`config.mk`:
```
export PLATFORM = sky130hd
export DESIGN_NAME = uart_tx_word_serializer
export DESIGN_NICKNAME = d
export VERILOG_FILES = /design/src/rtl/uart_tx_word_serializer.sv
export SDC_FILE = /design/constraint.sdc
export NUM_CORES = 1
export LEC_CHECK = 0
export CAP_MARGIN = 20
export CORE_AREA = 2 2 115 117
export DETAILED_ROUTE_END_ITERATION = 6
export DIE_AREA = 0 0 117 119
export PLACE_DENSITY = 0.77
export SETUP_SLACK_MARGIN = 0.4
export SLEW_MARGIN = 25
export SYNTH_ARGS = -nofsm -noshare
export SYNTH_HDL_FRONTEND = slang
export SYNTH_SLANG_ARGS = --single-unit
```
`constraint.sdc`:
```
create_clock -name clk -period 2.69 [get_ports clk]
set_input_delay 0.807 -clock clk [delete_from_list [all_inputs] [get_ports clk]]
set_output_delay 0.807 -clock clk [all_outputs]
set_load 0.02 [all_outputs]
```
`src/rtl/uart_tx_word_serializer.sv`:
```
// Word FIFO plus LSB-first byte serializer feeding an 8N1 UART transmitter.
// Define UART_SER_HEADER_EN to emit HEADER_BYTE ahead of every word.
module uart_tx_word_serializer #(
  parameter int          DATA_WIDTH  = 32,
  parameter int          DEPTH       = 4,
  parameter logic [7:0]  HEADER_BYTE = 8'hA5
) (
  input  logic                         clk,
  input  logic                         rst,
  input  logic [DATA_WIDTH-1:0]        in_data,
  input  logic                         in_valid,
  output logic                         in_ready,
  output logic [7:0]                   tx_data,
  output logic                         tx_valid,
  input  logic                         tx_ready,
  output logic [$clog2(DEPTH+1)-1:0]   fifo_count,
  output logic                         busy
);

  localparam int NB  = DATA_WIDTH / 8;
  localparam int BCW = (NB > 1) ? $clog2(NB) : 1;
  localparam int PW  = $clog2(DEPTH);
  localparam int CW  = $clog2(DEPTH + 1);
  localparam logic [BCW-1:0] LAST_BC = BCW'(NB - 1);
  localparam logic [CW-1:0]  FULL    = CW'(DEPTH);

  typedef enum logic [1:0] {IDLE, HEADER, SEND} state_t;

  state_t                state;
  logic [DATA_WIDTH-1:0] mem [DEPTH];
  logic [PW-1:0]         wr_ptr;
  logic [PW-1:0]         rd_ptr;
  logic [CW-1:0]         count;
  logic [DATA_WIDTH-1:0] sh;
  logic [DATA_WIDTH-1:0] sh_next;
  logic [BCW-1:0]        bc;
  logic                  push;
  logic                  pop;

  // Valid/ready: a word moves when in_valid && in_ready, a byte moves when
  // tx_valid && tx_ready; tx_valid/tx_data are registered and hold while stalled.
  assign in_ready   = (count != FULL);
  assign push       = in_valid && in_ready;
  assign pop        = (state == IDLE) && (count != '0);
  assign sh_next    = sh >> 8;
  assign fifo_count = count;
  assign busy       = (count != '0) || (state != IDLE);

  always_ff @(posedge clk) begin
    if (push) mem[wr_ptr] <= in_data;
  end

  always_ff @(posedge clk or posedge rst) begin
    if (rst) begin
      state    <= IDLE;
      wr_ptr   <= '0;
      rd_ptr   <= '0;
      count    <= '0;
      sh       <= '0;
      bc       <= '0;
      tx_valid <= 1'b0;
      tx_data  <= 8'h00;
    end else begin
      if (push) wr_ptr <= wr_ptr + 1'b1;
      if (pop)  rd_ptr <= rd_ptr + 1'b1;
      if (push && !pop)      count <= count + 1'b1;
      else if (pop && !push) count <= count - 1'b1;

      case (state)
        IDLE: begin
          if (pop) begin
            sh <= mem[rd_ptr];
            bc <= '0;
`ifdef UART_SER_HEADER_EN
            state <= HEADER;
`else
            state <= SEND;
`endif
          end
        end
`ifdef UART_SER_HEADER_EN
        HEADER: begin
          if (!tx_valid) begin
            tx_valid <= 1'b1;
            tx_data  <= HEADER_BYTE;
          end else if (tx_ready) begin
            tx_data <= sh[7:0];
            state   <= SEND;
          end
        end
`endif
        SEND: begin
          // tx_valid is low only on the first cycle after the pop.
          if (!tx_valid) begin
            tx_valid <= 1'b1;
            tx_data  <= sh[7:0];
          end else if (tx_ready) begin
            if (bc == LAST_BC) begin
              tx_valid <= 1'b0;
              state    <= IDLE;
            end else begin
              sh      <= sh_next;
              bc      <= bc + 1'b1;
              tx_data <= sh_next[7:0];
            end
          end
        end
        default: state <= IDLE;
      endcase
    end
  end

endmodule
```
Word level (Yosys, flattened, before mapping)
Memories as Yosys holds them, arrays and structs flattened.
Cells that the tools add are included.
{"block": "word_totals", "elab_cells": 64, "in_bits": 36, "n_memories": 1, "reg_bits": 52, "mem_bits_rw": 128}
{"block": "classes", "add_sub_neg": 5, "muxes": 25, "n_reduce_logical": 15, "eq_ne": 10}
{"memory": "mem", "depth": 4, "word_bits": 32, "rd": 1, "rd_ports_with_merged_regs": 0, "write_ports": 1, "line": "30", "rtl": "logic [DATA_WIDTH-1:0] mem [DEPTH];"}
{"operator": "$mux 32", "count": 4}
{"operator": "$pmux 32 s2", "count": 1}
{"operator": "$mux 8", "count": 3}
{"operator": "$mux 2", "count": 8}
{"operator": "$ne 2x2->1 const B", "count": 6}
{"operator": "$pmux 2 s2", "count": 2}
{"operator": "$add 2x1->2 const B", "count": 3}
{"operator": "$mux 3", "count": 2}
{"operator": "$reduce_bool 2->1", "count": 3}
{"operator": "$mux 1", "count": 5}
{"operator": "$reduce_and 5->1", "count": 1}
{"operator": "$eq 2x2->1 const B", "count": 2}
{"operator": "$logic_and 1x1->1", "count": 4}
{"operator": "$reduce_and 4->1", "count": 1}
{"operator": "$add 3x1->3 const B", "count": 1}
{"operator": "$ne 3x3->1 const B", "count": 1}
{"operator": "$reduce_and 3->1", "count": 1}
{"operator": "$reduce_bool 3->1", "count": 1}
{"operator": "$sub 3x1->3 const B", "count": 1}
{"operator": "$logic_not 1->1", "count": 2}
{"operator": "$logic_not 2->1", "count": 1}
{"operator": "$ne 2x1->1 const B", "count": 1}
{"operator": "$logic_or 1x1->1", "count": 1}

Longest topological paths before layout
{"block": "logic_depth", "depth_word": 6, "mapped_depth": 10, "mapped_depth_nobuf": 9}

Worst setup path before layout
OpenSTA, ideal clock, no wires.
{"block": "synth_timing", "path_type": "in2reg", "startpoint": "in in_valid", "endpoint": "mem mem[0][0] (enable)", "stages": 2, "slack_ps": 279, "setup_ps": 392, "n_path_buf": 0, "t_required_ps": 2298, "t_arrival_ps": 2019, "cell_sequence": "a21boi_1 > and2_1"}
{"block": "synth_between", "elab_chain_len": 3}
{"element": "start: declaration", "line": "11", "rtl": "input logic in_valid,"}
{"element": "$logic_and 1x1->1", "line": "43", "rtl": "assign push = in_valid && in_ready;"}
{"element": "$mux 1", "line": "50", "rtl": "if (push) mem[wr_ptr] <= in_data;"}
{"element": "$mux 1 (not written as such)", "line": "50"}
{"element": "end: declaration", "line": "30"}
No other way between the ends.

Worst setup path after layout
{"block": "layout_timing", "startpoint": "reg count[1], in the netlist fifo_count[1]", "endpoint": "out busy"}
{"block": "layout_between", "elab_chain_len": 2}
{"element": "start: declaration", "line": "33", "rtl": "logic [CW-1:0] count;"}
{"element": "start signal: assignment", "line": "66", "rtl": "if (push && !pop) count <= count + 1'b1;"}
{"element": "start signal: assignment", "line": "67", "rtl": "else if (pop && !push) count <= count - 1'b1;"}
{"element": "$reduce_bool 3->1", "line": "47", "rtl": "assign busy = (count != '0) || (state != IDLE);"}
{"element": "$logic_or 1x1->1", "line": "47"}
{"element": "end: declaration", "line": "17", "rtl": "output logic busy"}
No other way between the ends.

==> impl_metrics.py <==
metrics = {
    "outcome": {
        "status": "finished, final reports clean",
    },
    "worst_hold_path": {
        "min_path_type": "reg -> reg",
        "hold_depth": 1,
        "holdCritStartpoint": "bc[0]",
        "worstHoldEndpoint": "bc[0]",
    },
    "timing": {
        "period_share": 0.8647,
        "setup_violations": 0,
        "post-route-min-period_ns": 2.326,
        "fin_setup_tns_ns": 0,
        "slew_headroom": 0.4734,
        "fmax_mhz": 429.9,
        "worstMarginPinSlew_ns": 0.7847,
        "slew_violations": 0,
        "finalHoldViolations": 0,
        "grt_setup_unrepaired": "true",
        "skew_ns": 0.004973,
        "fin_ws_ns": 0.3640,
    },
    "detailed_routing": {
        "antenna_left": 0,
        "drc": 0,
        "totalWireLength_mm": 12.51,
        "routed_via_density": 5.619,
        "num_vias": 3669,
        "drt_iter0_drc": 274,
        "dr.pass1.iters": 5,
        "wire_per_inst_um": 19.16,
    },
    "synthesis": {
        "yosysSeqAreaShare": 0.7160,
        "synth_most_common_cell": "edfxtp_1",
        "synth.top_cell.area_share": 0.5375,
        "yosysTopAreaCell": "edfxtp_1",
        "syn_area_um2": 7151,
        "synth_cells": 399,
        "synth_common_cells": "edfxtp_1, dfrtp_1, mux2i_1",
        "synth.distinct_cells": 32,
        "synthFlopType": "edfxtp_1",
        "ys_async_sr_fraction": 0.2849,
        "synth_edf_count": 128,
        "ys_seq_elements": 179,
        "synth.net_count": 442,
        "syn_avg_cell_area_um2": 17.92,
        "synth_area_leaders": "edfxtp_1, dfrtp_1, mux2i_1",
        "yosysWarnings": 0,
    },
    "finish": {
        "area_growth_pct": 18.92,
        "nets": 507,
        "final_util": 0.6604,
        "fin_cells": 653,
        "diodes": 0,
        "drive_above_1_share": 0.2264,
    },
    "critical_path": {
        "worstSetupPathType": "reg -> out",
        "rrSetupSlack_ns": 0.49,
        "timing.rr.end": "fifo_count[2]",
        "cp-end-kind": "output pin",
        "rr_worst_depth": 10,
        "path_max_fanout": 4,
        "cp_cell_sequence": "or4_4, buf_6",
        "critPathSlowestCell": "or4_4",
        "crit_required_ns": 1.88,
        "cp.buffers_inverters": 1,
        "worst_setup_path_start_kind": "register",
        "cp.arrival_ns": 1.52,
        "r2r-start": "fifo_count[1]",
        "path_delay_family": "simple AND/OR/NAND/NOR gates",
        "critPathMaxStageDelay_ns": 0.53,
    },
    "cts": {
        "hold_buffers": 0,
        "clockBufferDepth": 2,
        "ctsRootBufferMaster": "clkbuf_16",
        "cts.reportedPaths.clkPinSlew_ns": 0.06,
        "cts_inserted_buffers": 17,
        "htree_levels": 4,
        "clk_latency_ns": 0.42,
        "numClockSinks": 179,
        "tritoncts": "done",
    },
    "placement": {
        "dp_cells": 616,
        "hpwlAfterDp_mm": 7.341,
        "place.gp.congestion": 0.7248,
        "post-place-ws_ns": 0.08174,
        "port-buffer-count": 49,
    },
    "pwr": {
        "p_per_area_nw_per_um2": 1025,
        "p_seq_frac": 0.447,
        "p_int_mw": 6.199,
        "p_leak_nw": 3.262,
        "p_clk_frac": 0.251,
        "power_frac_comb": 0.302,
        "p_sw_frac": 0.2889,
        "switchingPower_mw": 2.519,
        "vdd_drop_max_v": 0.0005982,
    },
    "grt": {
        "grt_pass1_wl_mm": 20.09,
        "overflow": 0,
        "grt_max_degree": 36,
        "antenna_found_initial": 0,
        "grt_pass1_vias": 3804,
        "track_usage": 0.1982,
    },
    "die": {
        "dieArea_um2": 13920,
        "start_util": 0.5554,
        "die-width_um": 117,
        "num_rows": 42,
        "die_h_um": 119,
        "coreArea_um2": 12870,
        "ioPinCount": 50,
    },
    "job": {
        "drv_cap": 0,
    },
}
layout make-up:
cell class / count / area (um^2)
fillers: 872 / 4372
multi-input cells: 192 / 1891
inverters: 6 / 22.52
well taps: 176 / 220.2
clock inverters: 5 / 28.78
clock buffers: 27 / 503.0
repair buffers: 68 / 713.2
flip-flops and latches: 179 / 5125
timing repair:
item / 4_1_cts / 5_1_grt
endpoints found under the hold margin: 0 / 0
gates resized for setup: 10 / 6
pin swaps: 0 / 1
buffers inserted: 0 / 5
endpoints found under the setup margin: 6 / 4
how the worst max path moves through the flow:
stage,slack [ns],start,cells after the start,to
after floorplan,0.43,in_valid,7,fifo_count[2]
after global placement,0.15,in_valid,8,fifo_count[2]
after detailed placement,0.08,in_valid,8,fifo_count[2]
after CTS,0.25,fifo_count[1],2,busy
after global routing,0.31,fifo_count[1],10,fifo_count[2]
final,0.36,fifo_count[1],2,busy
power groups by stage:
stage	registers, mW	clock network [mW]	logic [mW]
2_1_floorplan	3.95	0	1.80
3_3_place_gp	3.92	0	2.55
3_5_place_dp	3.96	0	2.62
4_1_cts	3.91	2.22	2.62
5_1_grt	3.95	2.34	2.86
6_report	3.89	2.19	2.64
placed cells by master (no fill, tap or decap), drive strengths merged, types with 3 or more instances in the layout:
cell,netlist,layout
ha,6,6
nand2,26,26
mux4,8,8
o221ai,24,24
a22o,8,8
mux2,42,42
clkinv,0,3
and2,5,5
clkbuf,11,28
buf,11,20
nor2,3,3
xor2,4,4
clkdlybuf4s50,0,44
mux2i,49,49
dlygate4sd2,0,3
inv,6,6
dfrtp,51,51
edfxtp,128,128
logic make-up after synthesis:
kind of cell             count (synthesis)  share of synthesized area
adder cells (fa/ha/maj)                  7                    0.01330
multiplexers                            99                     0.1699
buffers and inverters                   28                    0.02065
flip-flops                             179                     0.7160
AO/OA/AOI/OAI                           38                    0.04514
AND/OR/NAND/NOR                         42                    0.02765
XOR/XNOR                                 6                   0.007349
layer usage:
layer | track usage | vias up | share of wire
met4 | 0.09044 | 0 | 0.024
met1 | 0.2622 | 1859 | 0.43
met2 | 0.3129 | 100 | 0.49
met5 | 0 | - | 0
li1 | - | 1687 | -
met3 | 0.04631 | 23 | 0.053
stage by stage:
stage / instance area [um^2] / power [mW] / hold WS (ns)
finish: 8503 / 8.718 / 0.5041
global route: 8503 / 9.154 / 0.5169
CTS: 8459 / 8.755 / 0.5088
detailed placement: 7935 / 6.575 / 0.4938
global placement: 7935 / 6.469 / 0.4743
floorplan: 7156 / 5.749 / 0.4569
sequential cells by signal (all words and copies together) (netlist names):
name and flops:
mem 128, fifo_count 3, bc 2, sh 32, wr_ptr 2, state 1, tx_valid 1, rd_ptr 2
tx_data 8
Power figures use the tool's default switching activity.
==> edit: new RTL, same flow settings <==
Re-encode `state_t` (3 states) as one-hot, 3 bits wide.
--- a/src/rtl/uart_tx_word_serializer.sv
+++ b/src/rtl/uart_tx_word_serializer.sv
@@ -24,7 +24,7 @@
   localparam logic [BCW-1:0] LAST_BC = BCW'(NB - 1);
   localparam logic [CW-1:0]  FULL    = CW'(DEPTH);
 
-  typedef enum logic [1:0] {IDLE, HEADER, SEND} state_t;
+  typedef enum logic [2:0] {IDLE = 3'b001, HEADER = 3'b010, SEND = 3'b100} state_t;
 
   state_t                state;
   logic [DATA_WIDTH-1:0] mem [DEPTH];
Check against the original RTL: no difference found for any inputs over 10 cycles, from zero or initial values and one cycle with rst high; not proved beyond that.
==> edit against the original RTL <==
Routed wire length up 20%. Sequential cell count up 1. Critical path depth is 1 higher. Die area unchanged. Cell area grew 5.5%. Total power grew 20%. Combinational power rose by 47%. Setup slack improved by 76 ps. Final cell count up 10%. Synthesized area is 7.1% higher. Sequential power increased by 11%. Highest routed layer unchanged.
==> edit: results (changes against the original RTL) <==
The worst vdd rail ir drop is 0.7688 mV (+29%). The highest cell delay on the worst timing path is 560 ps (+30 ps). Sorting the synthesized cells by area gives the leading types as sky130_fd_sc_hd__edfxtp_1 50%, sky130_fd_sc_hd__dfrtp_1 17%, sky130_fd_sc_hd__o41ai_2 4.2%. The number of nets in the synthesized netlist came to 515 (+17%). The count of non-CTS buffers in the layout came out at 79 (+16%).

The part of the total power dissipated in combinational logic is 36.9% (+6.7 points). The proportion of synthesized flip-flops having asynchronous set or reset came out at 28.89% (+0.40 points). The switching part of the total is 33.81% (+4.9 points). The half-perimeter wire length after detailed placement came out at 9457 um (+29%). The power attributed to the clock group was 0.00231 W (+5%). By count the netlist is led by 128 x sky130_fd_sc_hd__edfxtp_1, 51 x sky130_fd_sc_hd__dfrtp_1, 26 x sky130_fd_sc_hd__nor2_1.

The adder-cell share of the synthesized area came out at 1.242% (-0.088 points). The count of placed standard cells including taps came out at 685 (+11%). The total global routing track utilization came out at 23.46% (+3.6 points). The via density per instance is 6.093 (+8.4%). The non-clock inverter total of the final layout came out at 7 (+1).

The post-place instance area came out at 8382 um^2 (+5.6%). The multi-input logic cell count is 247 (+29%). The fraction of final layout cells with drive strength greater than 1 came to 22.20% (-0.44 points). The largest clock skew in the final design came out at 4.697 ps (-0.2756 ps). The non-clock buffer area fraction after layout came out at 8.436% (+0.048 points).

The maximum number of pins on one net before global-route repair is 49 (+36%). The flow ran to the end, and the final reports show no timing, DRC or antenna violations. The final wirelength came to 15010 um (+20%).

The number of library cell types mapped by synthesis was 42 (+31%). The cell count after synthesis came out at 472 (+18%). The master of the slowest instance on the critical path is sky130_fd_sc_hd__dfstp_2. The number of clock buffers in the layout is 21 (-22%). The first-pass iteration count of the detailed router came out at 4 (-1).

The worst setup slack after placement came to 118.5 ps (+36.78 ps). The sequential portion of the cell area came out at 57.42% (-2.9 points).
## edit: per-layer routing
| metal | wire [um] | global-route usage [%] | part of all wire [%] | vias to the layer above |
|---|---|---|---|---|
| li1 | - | - | - | 1996 |
| met4 | 193 | 7.647 | 1.3 | 0 |
| met2 | 7572 | 36.56 | 50 | 150 |
| met5 | 0 | 0 | 0 | - |
| met3 | 818 | 5.344 | 5.4 | 18 |
| met1 | 6426 | 33.11 | 43 | 2229 |
## edit: path summary, 6_finish.rpt
check	from	to	slack, ps	depth (start not counted)
max	state[0]$_DFFE_PP1P_	busy	440	3
min	tx_data[3]$_DFFE_PP0P_	tx_data[3]$_DFFE_PP0P_	510	1
max reg2reg	state[2]$_DFFE_PP0P_	sh[10]$_DFFE_PP0P_	520	5
min reg2reg	tx_data[3]$_DFFE_PP0P_	tx_data[3]$_DFFE_PP0P_	510	1
max in group asynchronous	rst	state[0]$_DFFE_PP1P_	1400	3
min in group asynchronous	rst	tx_data[5]$_DFFE_PP0P_	690	2
